### src/rtl/axil_cmd_master.sv
// AXI4-Lite single-outstanding command master: one command in, one AXI transaction out, one response back.
// Optional slave-handshake timeout with sticky error and HALT is compiled in by defining AXIL_CMD_TIMEOUT_EN.
module axil_cmd_master #(
  parameter int TIMEOUT_CYCLES = 1024
) (
  input  logic        clk,
  input  logic        resetn,
  input  logic        cmd_valid,
  output logic        cmd_ready,
  input  logic        cmd_write,
  input  logic [31:0] cmd_addr,
  input  logic [31:0] cmd_wdata,
  output logic        rsp_valid,
  input  logic        rsp_ready,
  output logic [31:0] rsp_rdata,
  output logic [1:0]  rsp_resp,
  output logic        busy,
  output logic        timeout_err,
  output logic [31:0] M_AXI_AWADDR,
  output logic        M_AXI_AWVALID,
  output logic [2:0]  M_AXI_AWPROT,
  input  logic        M_AXI_AWREADY,
  output logic [31:0] M_AXI_WDATA,
  output logic        M_AXI_WVALID,
  output logic [3:0]  M_AXI_WSTRB,
  input  logic        M_AXI_WREADY,
  input  logic [1:0]  M_AXI_BRESP,
  input  logic        M_AXI_BVALID,
  output logic        M_AXI_BREADY,
  output logic [31:0] M_AXI_ARADDR,
  output logic        M_AXI_ARVALID,
  output logic [2:0]  M_AXI_ARPROT,
  input  logic        M_AXI_ARREADY,
  input  logic [31:0] M_AXI_RDATA,
  input  logic [1:0]  M_AXI_RRESP,
  input  logic        M_AXI_RVALID,
  output logic        M_AXI_RREADY
);

  typedef enum logic [2:0] {
    IDLE, WR_ADDR_DATA, WR_RESP, RD_ADDR, RD_DATA, RESP
`ifdef AXIL_CMD_TIMEOUT_EN
    , HALT
`endif
  } state_t;

  state_t      state, state_nx;
  logic [31:0] addr, addr_nx, wdata, wdata_nx, rdata, rdata_nx;
  logic [1:0]  resp, resp_nx;
  logic        awvalid, awvalid_nx, wvalid, wvalid_nx, arvalid, arvalid_nx;
  logic        bready, bready_nx, rready, rready_nx, rsp_vld, rsp_vld_nx;

`ifdef AXIL_CMD_TIMEOUT_EN
  localparam int CNT_W = $clog2(TIMEOUT_CYCLES) + 1;
  localparam logic [CNT_W-1:0] CNT_LAST = CNT_W'(TIMEOUT_CYCLES - 1);
  logic [CNT_W-1:0] cnt, cnt_nx;
  logic             terr, terr_nx;
`endif

  always_comb begin
    state_nx   = state;
    addr_nx    = addr;
    wdata_nx   = wdata;
    rdata_nx   = rdata;
    resp_nx    = resp;
    awvalid_nx = awvalid;
    wvalid_nx  = wvalid;
    arvalid_nx = arvalid;
    bready_nx  = bready;
    rready_nx  = rready;
    rsp_vld_nx = rsp_vld;
`ifdef AXIL_CMD_TIMEOUT_EN
    cnt_nx     = '0;
    terr_nx    = terr;
`endif
    case (state)
      IDLE: begin
        if (cmd_valid) begin
          addr_nx  = cmd_addr;
          wdata_nx = cmd_wdata;
          if (cmd_write) begin
            state_nx   = WR_ADDR_DATA;
            awvalid_nx = 1'b1;
            wvalid_nx  = 1'b1;
          end else begin
            state_nx   = RD_ADDR;
            arvalid_nx = 1'b1;
          end
        end
      end
      WR_ADDR_DATA: begin
        // AW and W complete independently; leave only once both have handshaken
        if (M_AXI_AWREADY) awvalid_nx = 1'b0;
        if (M_AXI_WREADY)  wvalid_nx  = 1'b0;
        if ((!awvalid || M_AXI_AWREADY) && (!wvalid || M_AXI_WREADY)) begin
          state_nx  = WR_RESP;
          bready_nx = 1'b1;
        end
      end
      WR_RESP: begin
        if (M_AXI_BVALID) begin
          state_nx   = RESP;
          bready_nx  = 1'b0;
          rsp_vld_nx = 1'b1;
          resp_nx    = M_AXI_BRESP;
          rdata_nx   = '0;
        end
      end
      RD_ADDR: begin
        if (M_AXI_ARREADY) begin
          state_nx   = RD_DATA;
          arvalid_nx = 1'b0;
          rready_nx  = 1'b1;
        end
      end
      RD_DATA: begin
        if (M_AXI_RVALID) begin
          state_nx   = RESP;
          rready_nx  = 1'b0;
          rsp_vld_nx = 1'b1;
          resp_nx    = M_AXI_RRESP;
          rdata_nx   = M_AXI_RDATA;
        end
      end
      RESP: begin
        if (rsp_ready) begin
          rsp_vld_nx = 1'b0;
`ifdef AXIL_CMD_TIMEOUT_EN
          state_nx   = terr ? HALT : IDLE;
`else
          state_nx   = IDLE;
`endif
        end
      end
      default: ;
    endcase
`ifdef AXIL_CMD_TIMEOUT_EN
    // Counter runs only while stalled in a handshake state; it restarts on every state change
    if ((state == WR_ADDR_DATA || state == WR_RESP || state == RD_ADDR || state == RD_DATA) &&
        state_nx == state) begin
      if (cnt == CNT_LAST) begin
        state_nx   = RESP;
        awvalid_nx = 1'b0;
        wvalid_nx  = 1'b0;
        arvalid_nx = 1'b0;
        bready_nx  = 1'b0;
        rready_nx  = 1'b0;
        rsp_vld_nx = 1'b1;
        resp_nx    = 2'd2;
        rdata_nx   = '0;
        terr_nx    = 1'b1;
      end else begin
        cnt_nx = cnt + 1'b1;
      end
    end
`endif
  end

  always_ff @(posedge clk) begin
    if (!resetn) begin
      state   <= IDLE;
      addr    <= '0;
      wdata   <= '0;
      rdata   <= '0;
      resp    <= '0;
      awvalid <= 1'b0;
      wvalid  <= 1'b0;
      arvalid <= 1'b0;
      bready  <= 1'b0;
      rready  <= 1'b0;
      rsp_vld <= 1'b0;
`ifdef AXIL_CMD_TIMEOUT_EN
      cnt     <= '0;
      terr    <= 1'b0;
`endif
    end else begin
      state   <= state_nx;
      addr    <= addr_nx;
      wdata   <= wdata_nx;
      rdata   <= rdata_nx;
      resp    <= resp_nx;
      awvalid <= awvalid_nx;
      wvalid  <= wvalid_nx;
      arvalid <= arvalid_nx;
      bready  <= bready_nx;
      rready  <= rready_nx;
      rsp_vld <= rsp_vld_nx;
`ifdef AXIL_CMD_TIMEOUT_EN
      cnt     <= cnt_nx;
      terr    <= terr_nx;
`endif
    end
  end

  assign cmd_ready     = resetn && (state == IDLE);
  assign busy          = (state != IDLE);
`ifdef AXIL_CMD_TIMEOUT_EN
  assign timeout_err   = terr;
`else
  assign timeout_err   = 1'b0;
`endif
  assign rsp_valid     = rsp_vld;
  assign rsp_rdata     = rdata;
  assign rsp_resp      = resp;
  assign M_AXI_AWADDR  = addr;
  assign M_AXI_AWVALID = awvalid;
  assign M_AXI_AWPROT  = 3'b000;
  assign M_AXI_WDATA   = wdata;
  assign M_AXI_WVALID  = wvalid;
  assign M_AXI_WSTRB   = 4'hF;
  assign M_AXI_BREADY  = bready;
  assign M_AXI_ARADDR  = addr;
  assign M_AXI_ARVALID = arvalid;
  assign M_AXI_ARPROT  = 3'b000;
  assign M_AXI_RREADY  = rready;

endmodule

### config.mk
export PLATFORM = sky130hd
export DESIGN_NAME = axil_cmd_master
export DESIGN_NICKNAME = d
export VERILOG_FILES = /design/src/rtl/axil_cmd_master.sv
export SDC_FILE = /design/constraint.sdc
export NUM_CORES = 1
export LEC_CHECK = 0
export ABC_CLOCK_PERIOD_IN_PS = 2800
export CORE_AREA = 8 8 112 114
export DETAILED_ROUTE_END_ITERATION = 10
export DIE_AREA = 0 0 120 122
export GPL_TIMING_DRIVEN = 0
export PLACE_DENSITY = 0.88
export SLEW_MARGIN = 40
export SYNTH_ARGS = -nofsm -noshare
export SYNTH_HDL_FRONTEND = slang
export SYNTH_SLANG_ARGS = --single-unit
### constraint.sdc
create_clock -name clk -period 2.8 [get_ports clk]
set_clock_uncertainty 0.15 [all_clocks]
set_input_delay 0.42 -clock clk [delete_from_list [all_inputs] [get_ports clk]]
set_output_delay 0.42 -clock clk [all_outputs]
set_load 0.01 [all_outputs]
---- Word level (Yosys, flattened, before mapping) ----
Index checks and enable logic that the tools add are counted.
operators by class
  eq/ne operators ......................... 15
  muxes and demuxes ....................... 34
  reduce and logical (&&, ||, !) cells .... 24
operators by type and width
  operator                                                          count
  32-bit 2-to-1 mux                                                 2
  32-bit one-hot mux with 2 select lines                            1
  2-bit inequality test (second input constant)                     10
  3-bit 2-to-1 mux                                                  6
  3-bit one-hot mux with 6 select lines                             1
  4-bit AND reduction                                               4
  1-bit 2-to-1 mux                                                  14
  1-bit one-hot mux with 2 select lines                             5
  2-bit nonzero test                                                5
  3-bit AND reduction                                               3
  7-bit AND reduction                                               1
  3-bit by 2-bit == test with 1-bit output (second input constant)  2
  3-bit == test (second input constant)                             2
  2-bit 2-to-1 mux                                                  3
  3-bit nonzero test                                                2
  6-bit nonzero test                                                1
  2-bit one-hot mux with 2 select lines                             1
  3-bit by 1-bit == test with 1-bit output (second input constant)  1
  3-bit zero test                                                   1
  1-bit one-hot mux with 3 select lines                             1
  1-bit logical AND                                                 2
  1-bit zero test                                                   2
  1-bit logical OR                                                  2
  2-bit AND reduction                                               1
storage, ports and cells
  register bits ........................... 107
  input port bits ......................... 110
  output and inout bits ................... 149
  word-level logic and storage cells ...... 84

---- Logic depth before layout (Yosys ltp) ----
Gate-level depths: netlist (run 1).
  depth after elaboration ................. 5
  gate-level depth with buffers ........... 6
  mapped depth without buffers ............ 4

---- Least setup slack after synthesis (run 1) ----
Ideal clock, no wire load.
  kind .................................... input to register
  from .................................... in cmd_valid
  to ...................................... reg arvalid (netlist: M_AXI_ARVALID)
  setup time .............................. 116 ps
  data arrival time ....................... 1,264 ps
  required time ........................... 2,534 ps
  slack ................................... 1,270 ps
  cell stages on the path ................. 4
  path buffers ............................ 0
  path through ............................ or3_1 a21oi_1 nor3_1 o211a_1
between the ends
  longest elaborated chain between the ends .. 2
ends and longest elaborated chain
  item                             line  source
  from (decl)                      8     input logic cmd_valid,
  2-bit inequality test (no line)  --
  4-bit AND reduction (no line)    --
  to (signal assigned)             184   arvalid <= arvalid_nx;
  to (decl)                        50    logic awvalid, awvalid_nx, wvalid, wvalid_nx, arvalid, arvalid_nx;
Every way passes these cells.
A chain may end at the register's enable or synchronous reset.

---- Worst setup path in the final report (run 1) ----
  from .................................... in resetn
  to ...................................... out cmd_ready
between the ends
  longest elaborated chain between the ends .. 1
ends and longest elaborated chain
  item               line  source
  from (decl)        7     input logic resetn,
  1-bit logical AND  195   assign cmd_ready = resetn && (state == IDLE);
  to (decl)          9     output logic cmd_ready,
Every way passes these cells.

==> flow_metrics.env, run 1 <==
export IMPL_syn_cell_area_um2=4350
export IMPL_worst_endpoint_arrival_ns=2.07
export IMPL_worstSetupEndpointType="output pin"
export IMPL_grt_max_degree=16
export IMPL_tightestPinTransition_ns=0.642
export IMPL_first_iter_violations=241
export IMPL_cp_most_frequent_cell="clkdlybuf4s50_1"
export IMPL_max_stage_delay_ns=0.51
export IMPL_maxClockFrequency_mhz=378
export IMPL_synth_top_cell_by_area="dfxtp_1"
export IMPL_yosys_most_used_dff="dfxtp_1"
export IMPL_min_path_cells=2
export IMPL_worstSkewPairLatency_ns=0.36
export IMPL_floorplan_initialDensity_pct=40.6
export IMPL_final_setup_tns_ns=0
export IMPL_dp_hpwl_um=12500
export IMPL_synthSimpleGateAreaFrac_pct=22.4
export IMPL_required_ns=2.23
export IMPL_placement_rows=38
export IMPL_num_vias=4534
export IMPL_antenna_violating_nets_post_route=0
export IMPL_cts_root_buffer_cell="clkbuf_8"
export IMPL_worstReg2RegEnd="state[1]$_SDFFE_PN0P_"
export IMPL_cts_post_setup_buffers_inserted=0
export IMPL_drt_pass1_iterations=4
export IMPL_status="completed"
export IMPL_fin_nets=906
export IMPL_report_power_total_mw=4.99
export IMPL_hold_path_class="reg -> reg"
export IMPL_yosysMostFrequentCell="nand2_1"
export IMPL_yosysTopAreaCellShare_pct=49.3
export IMPL_min_period_over_period_pct=94.5
export IMPL_list_of_cells_traversed_by_the_critical_path="clkdlybuf4s50_1 > inv_2 > clkbuf_1 > nor2_1 > clkdlybuf4s50_1"
export IMPL_critPathMaxFanout=10
export IMPL_avgSynthCellArea_um2=8.22
export IMPL_clk_path_buf_depth=2
export IMPL_dieWidth_um=120
export IMPL_route_detailed_drc=0
export IMPL_r2r_cells=5
export IMPL_h_tree_depth=3
export IMPL_grt_pass1_wl_um=23500
export IMPL_finalCoreUtilization_pct=67.5
export IMPL_antennaDiodeCount=0
export IMPL_worst_setup_path_startpoint="resetn"
export IMPL_synth_seq_cells=107
export IMPL_detail_route_wl_per_cell_um=16.6
export IMPL_fraction_of_layout_cells_with_a_size_suffix_above_1_pct=9.74
export IMPL_p_leak_nw=2.65
export IMPL_gr_usage_all_layers_pct=20.0
export IMPL_setup_reg_to_reg_worst_slack_ns=0.90
export IMPL_synth_top_family_by_area="simple AND/OR/NAND/NOR gates"
export IMPL_power_density_nw_per_um2=691
export IMPL_synth_enable_flop_cells=0
export IMPL_crit_path_start_kind="input port"
export IMPL_timing_worst_setup_path_type="in -> out"
export IMPL_maxCapViolations=0
export IMPL_avgViaCountPerCell=4.82
export IMPL_ys_warn_count=0
export IMPL_overflow=0
export IMPL_die_height_um=122
export IMPL_max_slew_margin_pct=57.2
export IMPL_synth_async_sr_flop_share_pct=0
export IMPL_hold_start="M_AXI_WDATA[0]$_SDFFE_PN0P_"
export IMPL_cts_made_buffers=9
export IMPL_synthAdderAreaFrac_pct=0
export IMPL_synth_compound_area_share_pct=15.4
export IMPL_clock_sink_count=107
export IMPL_post_synth_num_cell_types=36
export IMPL_antenna_violations_before_repair=0
export IMPL_rsz0062_at_grt="no"
export IMPL_design_portCount=259
export IMPL_post_synth_mux_area_share_pct=0.460
export IMPL_totalWireLength_um=15600
export IMPL_tritoncts="built"
export IMPL_io_buffer_count=247
export IMPL_number_of_max_slew_violations_in_the_final_report=0
export IMPL_period_minus_slack_ns=2.64
export IMPL_critical_path_slowest_cell="clkdlybuf4s50_1"
export IMPL_worst_hold_path_endpoint="M_AXI_WDATA[0]$_SDFFE_PN0P_"
export IMPL_cts_clk_slew_worst_paths_ns=0.09
export IMPL_peakVddDrop_mv=0.441
export IMPL_first_global_vias=4525
export IMPL_post_cts_resized=0
export IMPL_finalWeightedCongestion=0.862
export IMPL_synthTopCellsByCount="nand2_1, dfxtp_1, a21oi_1"
export IMPL_quantity_of_hold_fixing_buffers_added_after_cts=0
export IMPL_setup_violations=0
export IMPL_r2r_start="state[1]$_SDFFE_PN0P_"
export IMPL_yosys_area_share_xor_xnor_pct=0
export IMPL_die_area_um2=14600
export IMPL_area_growth_syn_to_layout_pct=66.1
export IMPL_design_core_area_um2=10700
export IMPL_synth_sequential_area_ratio_pct=49.3
export IMPL_final_hold_violation_count=0
export IMPL_synth_top_cells_by_area="dfxtp_1, a21oi_1, nand2_1"
export IMPL_synthCells=529
==> worst max-delay path by stage <==
stage,end,cells past startpoint
floorplan,M_AXI_ARVALID$_SDFFE_PN0P_,4
global placement,cmd_ready,5
detailed placement,cmd_ready,5
CTS,cmd_ready,5
global route,cmd_ready,5
finish,cmd_ready,5
==> cell type report <==
class / count / area (µm²)
clock buffer: 15 / 186
timing repair buffer: 247 / 2470
tap: 140 / 175
buffer: 80 / 519
clock inverter: 1 / 5.00
sequential: 107 / 2140
fill: 850 / 3480
inverter: 4 / 15.0
multi-input combinational: 347 / 1710
==> cells by family after synthesis <==
logic type,count (synthesis)
AOI/OAI and AO/OA,120
buffers and inverters,84
DFF,107
muxes,2
other,2
and+or+nand+nor,214
==> cells in the final DEF (no fill, tap or decap), types with 5 or more instances in the layout <==
cell	instances
conb_1	11
nand3_1	33
buf_2	7
nand2b_1	35
a21oi_1	100
clkbuf_8	13
nand2_1	130
buf_4	48
dfxtp_1	107
clkdlybuf4s50_1	247
clkbuf_1	23
nor2_1	5
==> sequential cells by signal, summed over array words and instances, names as in the netlist <==
name / flops
rsp_valid: 1
rsp_rdata: 32
M_AXI_ARVALID: 1
M_AXI_WVALID: 1
M_AXI_BREADY: 1
M_AXI_RREADY: 1
M_AXI_AWVALID: 1
rsp_resp: 2
state: 3
M_AXI_WDATA: 32
M_AXI_ARADDR: 32
==> critical path: cells and delay by family <==
kind / cells / cell delay (ns)
buf+inv: 4 / 1.55
simple gates: 1 / 0.10
==> metal layers <==
metal / routed length, µm / global-route usage (%) / vias up
met5: 0 / 0 / -
met4: 429 / 9.21 / 0
met3: 1320 / 6.57 / 28
met2: 8020 / 36.6 / 178
met1: 5820 / 20.4 / 2102
li1: - / - / 2226
==> stage by stage <==
stage,hold slack (ns),instances,area [µm²],worst slack (ns)
2_1_floorplan,0.331,538,4380,1.27
3_3_place_gp,0.291,925,7030,0.173
3_5_place_dp,0.296,925,7030,0.171
4_1_cts,0.309,941,7220,0.158
5_1_grt,0.324,941,7220,0.0661
6_report,0.308,941,7220,0.155
==> report_power, final <==
group          internal (mW)  leakage [nW]  switching [mW]  total [mW]
logic                   1.13          1.68            1.02        2.15
clock network          0.422        0.0997           0.491       0.913
registers               1.76         0.872           0.164        1.93
Note: power is estimated with default switching activity, not from simulation.
==> run 2, diff against run 1 <==
--- a/config.mk
+++ b/config.mk
@@ -11,7 +11,6 @@
 export DIE_AREA = 0 0 120 122
 export GPL_TIMING_DRIVEN = 0
 export PLACE_DENSITY = 0.88
-export SLEW_MARGIN = 40
 export SYNTH_ARGS = -nofsm -noshare
 export SYNTH_HDL_FRONTEND = slang
 export SYNTH_SLANG_ARGS = --single-unit
==> results of run 2 <==
The final DEF is identical to that of run 1; final timing and power are the same.
